## src/rtl/conv1_fea_feeder.sv

```systemverilog
// Input-feature feeder for the conv1 dense top: FIFO-buffers the source stream and emits one burst
// per need_data request. Define CONV1_FEEDER_PAD_EN to zero-pad the short final burst of a frame.
module conv1_fea_feeder #(
  parameter int unsigned DW      = 16,
  parameter int unsigned DEPTH   = 16,
  parameter int unsigned BURST   = 4,
  parameter int unsigned FEA_NUM = 64
) (
  input  logic          clk,
  input  logic          rst,
  input  logic          start,
  input  logic          need_data,
  input  logic          src_valid,
  input  logic [DW-1:0] src_data,
  output logic          src_ready,
  output logic          data_v,
  output logic [DW-1:0] in_fea,
  output logic          busy,
  output logic          done,
  output logic          req_drop
);
  localparam int unsigned AW = $clog2(DEPTH);
  localparam int unsigned CW = AW + 1;
  localparam int unsigned RW = $clog2(FEA_NUM + 1);
  localparam int unsigned BW = $clog2(BURST + 1);

  typedef enum logic [1:0] {StIdle, StWait, StHold, StBurst} state_e;

  state_e        state_q;
  logic [DW-1:0] mem_q [DEPTH];
  logic [AW-1:0] wr_ptr_q, rd_ptr_q;
  logic [CW-1:0] count_q, count_d;
  logic [RW-1:0] remain_q, need;
  logic [BW-1:0] beat_q, beat_total;
  logic          pend_q;
  logic          push, pop, launch, emit, pad_beat;

  always_comb begin
    need   = (32'(remain_q) < BURST) ? remain_q : RW'(BURST);
    launch = (state_q == StHold) && (32'(count_q) >= 32'(need));
    // beat_q counts the beats still to come after the one currently on the outputs
    emit   = launch || ((state_q == StBurst) && (beat_q != '0));
`ifdef CONV1_FEEDER_PAD_EN
    beat_total = BW'(BURST);
    pad_beat   = (remain_q == '0);
`else
    beat_total = BW'(need);
    pad_beat   = 1'b0;
`endif
    push = src_valid && src_ready;
    pop  = emit && !pad_beat;
    case ({push, pop})
      2'b10:   count_d = count_q + CW'(1);
      2'b01:   count_d = count_q - CW'(1);
      default: count_d = count_q;
    endcase
  end

  always_ff @(posedge clk) begin
    if (push) mem_q[wr_ptr_q] <= src_data;
  end

  always_ff @(posedge clk or posedge rst) begin
    if (rst) begin
      wr_ptr_q  <= '0;
      rd_ptr_q  <= '0;
      count_q   <= '0;
      src_ready <= 1'b1;
    end else begin
      if (push) wr_ptr_q <= wr_ptr_q + AW'(1);
      if (pop)  rd_ptr_q <= rd_ptr_q + AW'(1);
      count_q   <= count_d;
      src_ready <= (32'(count_d) < DEPTH);
    end
  end

  always_ff @(posedge clk or posedge rst) begin
    if (rst) begin
      state_q  <= StIdle;
      remain_q <= '0;
      beat_q   <= '0;
      pend_q   <= 1'b0;
      data_v   <= 1'b0;
      in_fea   <= '0;
      busy     <= 1'b0;
      done     <= 1'b0;
      req_drop <= 1'b0;
    end else begin
      done <= 1'b0;
      if (need_data && (state_q != StIdle)) begin
        if (pend_q) req_drop <= 1'b1;
        else        pend_q   <= 1'b1;
      end

      data_v <= emit;
      if (emit) begin
        in_fea <= pad_beat ? '0 : mem_q[rd_ptr_q];
        if (!pad_beat) remain_q <= remain_q - RW'(1);
      end

      unique case (state_q)
        StIdle: begin
          if (start) begin
            remain_q <= RW'(FEA_NUM);
            req_drop <= 1'b0;
            busy     <= 1'b1;
            state_q  <= StWait;
          end
        end
        StWait: begin
          if (pend_q || need_data) state_q <= StHold;
        end
        StHold: begin
          if (launch) begin
            pend_q  <= 1'b0;
            beat_q  <= beat_total - BW'(1);
            state_q <= StBurst;
          end
        end
        StBurst: begin
          if (beat_q != '0) begin
            beat_q <= beat_q - BW'(1);
          end else if (remain_q == '0) begin
            // a request landing on the frame's final beat has nothing left to serve
            pend_q  <= 1'b0;
            busy    <= 1'b0;
            done    <= 1'b1;
            state_q <= StIdle;
          end else if (pend_q || need_data) begin
            state_q <= StHold;
          end else begin
            state_q <= StWait;
          end
        end
        default: state_q <= StIdle;
      endcase
    end
  end

endmodule

```

## config.mk

```make
export PLATFORM = sky130hd
export DESIGN_NAME = conv1_fea_feeder
export DESIGN_NICKNAME = d
export VERILOG_FILES = /design/src/rtl/conv1_fea_feeder.sv
export SDC_FILE = /design/constraint.sdc
export NUM_CORES = 1
export LEC_CHECK = 0
export BUFFER_PORTS_ARGS = -buffer_cell sky130_fd_sc_hd__buf_2
export CAP_MARGIN = 10
export CORE_MARGIN = 5
export CORE_UTILIZATION = 66
export DETAILED_ROUTE_END_ITERATION = 12
export GPL_ROUTABILITY_DRIVEN = 0
export PLACE_DENSITY = 0.84
export SYNTH_ARGS = -nofsm -noshare
export SYNTH_HDL_FRONTEND = slang
export SYNTH_SLANG_ARGS = --single-unit
```

## constraint.sdc

```tcl
create_clock -name clk -period 10.8 [get_ports clk]
set_input_delay 2.16 -clock clk [delete_from_list [all_inputs] [get_ports clk]]
set_output_delay 2.16 -clock clk [all_outputs]
set_load 0.03 [all_outputs]
```

==> impl_metrics.env <==
export IMPL_timing_max_slew_rel_slack_pct=25.8
export IMPL_dpl_instance_area_um2=12500
export IMPL_finish_net_count=711
export IMPL_cap_viol_max_count=0
export IMPL_start_util_pct=67.1
export IMPL_synth_enable_flop_cells=256
export IMPL_io_buf_count=41
export IMPL_syn_mean_instance_area_um2=19.3
export IMPL_detailedRoute_firstPassIterationCount=5
export IMPL_synth_top_area_share_pct=63.8
export IMPL_cts_tree="done"
export IMPL_synth_cell_area_um2=12100
export IMPL_clock_skew_final_ns=0.0182
export IMPL_share_of_post_route_cells_with_drive_strength_above_1_pct=25.6
export IMPL_synth_yosys_warnings=0
export IMPL_setup_viol=0
export IMPL_cts_root_to_sink_buffers=3
export IMPL_clock_tree_htree_level_count=1
export IMPL_grt_setup_unrepaired="false"
export IMPL_achievable_frequency_mhz=225
export IMPL_synth_area_top_cells="edfxtp_1 64%, mux4_2 12%, dfrtp_1 9.5%, ha_1 1.8%, a22o_1 1.2%"
export IMPL_fillers=971
export IMPL_vdd_ir_drop_worst_mv=0.310
export IMPL_detailedPlacementHpwl_um=14600
export IMPL_finalSetupTns_ns=0
export IMPL_critPathMaxFanout=49
export IMPL_postSynthCellCount=624
export IMPL_async_sr_flop_fraction_pct=15.5
export IMPL_grt_remaining_overflow=0
export IMPL_cp_data_required_time_ns=11.24
export IMPL_report_final_slew_viol_count=0
export IMPL_grt_first_pass_wirelength_um=39300
export IMPL_numCtsBuffers=29
export IMPL_core_region_area_um2=18000
export IMPL_number_of_buffers_added_to_fix_hold_violations_after_cts=0
export IMPL_final_design_area_no_fill_um2=13500
export IMPL_setup_fix_buffers_added_after_clock_tree_synthesis=0
export IMPL_insertion_delay_ns=0.53
export IMPL_ff_latch_count_synth=303
export IMPL_hold_viol_final=0
export IMPL_syn_to_final_growth_pct=11.9
export IMPL_final_period_minus_worst_setup_slack_ns=4.44
export IMPL_avgViaCountPerCell=6.72
export IMPL_maximum_number_of_pins_on_one_net_before_global_route_repair=67
export IMPL_tritoncts_num_sinks=303
export IMPL_cts_resized_gates=0
export IMPL_setup_worst_path_end_class="register"
export IMPL_layout_worst_path_cycle_share_pct=41.1
export IMPL_path_clk_slew_ns=0.06
export IMPL_boundaryPins=42
export IMPL_routed_via_count=6213
export IMPL_dieHeight_um=145
export IMPL_floorplan_die_width_um=145
export IMPL_via_count_of_the_first_global_routing_pass=6488
export IMPL_wl_per_cell_um=27.6
export IMPL_cts_root_buffer_cell="clkbuf_16"
export IMPL_row_count=49
export IMPL_grt_util_all_layers_pct=24.4
export IMPL_p_leak_nw=4.62
export IMPL_die_area_um2=21100
export IMPL_worstHoldPathType="reg -> reg"
export IMPL_worst_slew_pin_slew_ns=1.11
export IMPL_synth_lib_cells_used_distinct=49
export IMPL_grt_antenna_before_repair=0
export IMPL_synth_top_area_cell="edfxtp_1"
export IMPL_synth_top_flop_cell="edfxtp_1"
export IMPL_drt_iter0_drc=672
export IMPL_power_density_cell_area_nw_per_um2=289
export IMPL_seq_area_frac_synth_pct=73.5
export IMPL_insertedDiodeCount=0
export IMPL_total_routed_wirelength_um=25500
export IMPL_antenna_viol_nets_final=0
export IMPL_cp_arrival_ns=4.88
export IMPL_crit_path_start_kind="register"
export IMPL_drt_drc_violations_left=0
export IMPL_layout_core_utilization_pct=75.1
export IMPL_outcome="complete, no violations"
export IMPL_timing_worst_setup_path_type="reg -> reg"
==> critical path, stage by stage (launching register included) <==
cell and delay, ns:
dfrtp_1 0.42, or3_4 0.43, nor3_4 0.31, nand2_1 0.16, inv_1 0.08, ha_1 0.22, nor2b_1 0.15, o211ai_1 0.18
a31oi_4 0.21, buf_4 0.45, inv_1 0.19, ha_1 0.33, xor2_1 0.19, ha_1 0.23, nor2b_1 0.14, o21ai_1 0.14
a31oi_1 0.12, nor2_1 0.21, xor2_1 0.19
==> final timing paths <==
kind	cells after the start	start	slack, ns	endpoint
worst min register to register	2	in_fea[1]	0.49	in_fea[1]
min in group asynchronous	2	rst	1.86	in_fea[8]
max in group asynchronous	2	rst	8.19	rd_ptr_q[0]
worst min-delay path	2	in_fea[1]	0.49	in_fea[1]
worst max-delay path	18	remain_q[3]	6.36	register
worst max register to register	18	remain_q[3]	6.36	register
==> placed cells by master, fill, tap and decap left out, types with 4 or more instances in the layout <==
cell type / count
edfxtp_1: 256
mux4_2: 64
dfrtp_1: 44
buf_2: 41
nand2_1: 30
clkbuf_16: 29
o21ai_1: 18
ha_1: 17
a22o_1: 16
and2_1: 15
nor2_1: 12
inv_1: 11
a21oi_1: 10
a221oi_2: 9
o21ai_0: 8
xnor2_1: 8
a221oi_1: 8
nor2b_1: 7
bufinv_16: 7
xor2_1: 6
and3_1: 5
clkinvlp_4: 5
buf_4: 5
o211ai_1: 4
nand3_1: 4
nor4_1: 4
mux2i_1: 4
clkinv_2: 4
==> layout make-up <==
class,instances,area (um^2),share of cell area (%)
clock buffers,32,737,5.46
repair buffers,46,243,1.80
multi-input cells,281,3010,22.3
flip-flops and latches,303,8870,65.8
clock inverters,21,297,2.20
well taps,229,287,2.12
inverters,12,45.0,0.334
==> cell usage after synthesis (all sizes together) (6+ instances only) <==
master and count:
a22o 16, nand2 30, and2 15, buf 19
clkbuf 10, inv 12, and3 6, nor2b 8
dfrtp 46, o21ai 26, ha 17, xnor2 8
a221oi 17, nor2 12, edfxtp 256, a21oi 10
mux4 64, xor2 6
==> state kept, by name (all words and copies together) (netlist names), named ones only <==
register,count
wr_ptr_q,4
remain_q,7
done,1
data_v,1
in_fea,16
src_ready,1
pend_q,1
beat_q,3
mem_q,256
count_q,4
state_q,2
busy,1
rd_ptr_q,4
req_drop,1
==> kinds of logic after synthesis <==
logic type	share of synthesized area [%]
compound gates	5.41
xor+xnor	1.02
fa+ha+maj	1.76
buf+inv	1.66
flops	73.5
mux	12.6
other cells	0.0311
simple gates	4.01
==> metrics by stage <==
step           worst slack [ns]  total power (W)  std cells  hold slack (ns)
2_1_floorplan              7.03          0.00248        625            0.449
3_3_place_gp               6.76          0.00272        871            0.464
3_5_place_dp               6.41          0.00280        871            0.470
4_1_cts                    6.38          0.00391        924            0.491
5_1_grt                    6.05          0.00407        924            0.514
6_report                   6.36          0.00390        924            0.487
==> where the power goes <==
| part | internal [W] | switching, W | total (W) |
|---|---|---|---|
| sequential | 0.00143 | 0.000123 | 0.00155 |
| combinational | 0.000527 | 0.000727 | 0.00125 |
| clock | 0.000661 | 0.000428 | 0.00109 |
==> layer usage <==
metal  vias up  part of all wire [%]  global-route usage, %
met4         0                   2.8                   6.81
met5         -                     0                      0
li1       2626                     -                      -
met1      3200                    38                   33.7
met2       334                    51                   41.0
met3        53                   8.4                   4.08
No activity file was read; power rests on OpenSTA's default activity.
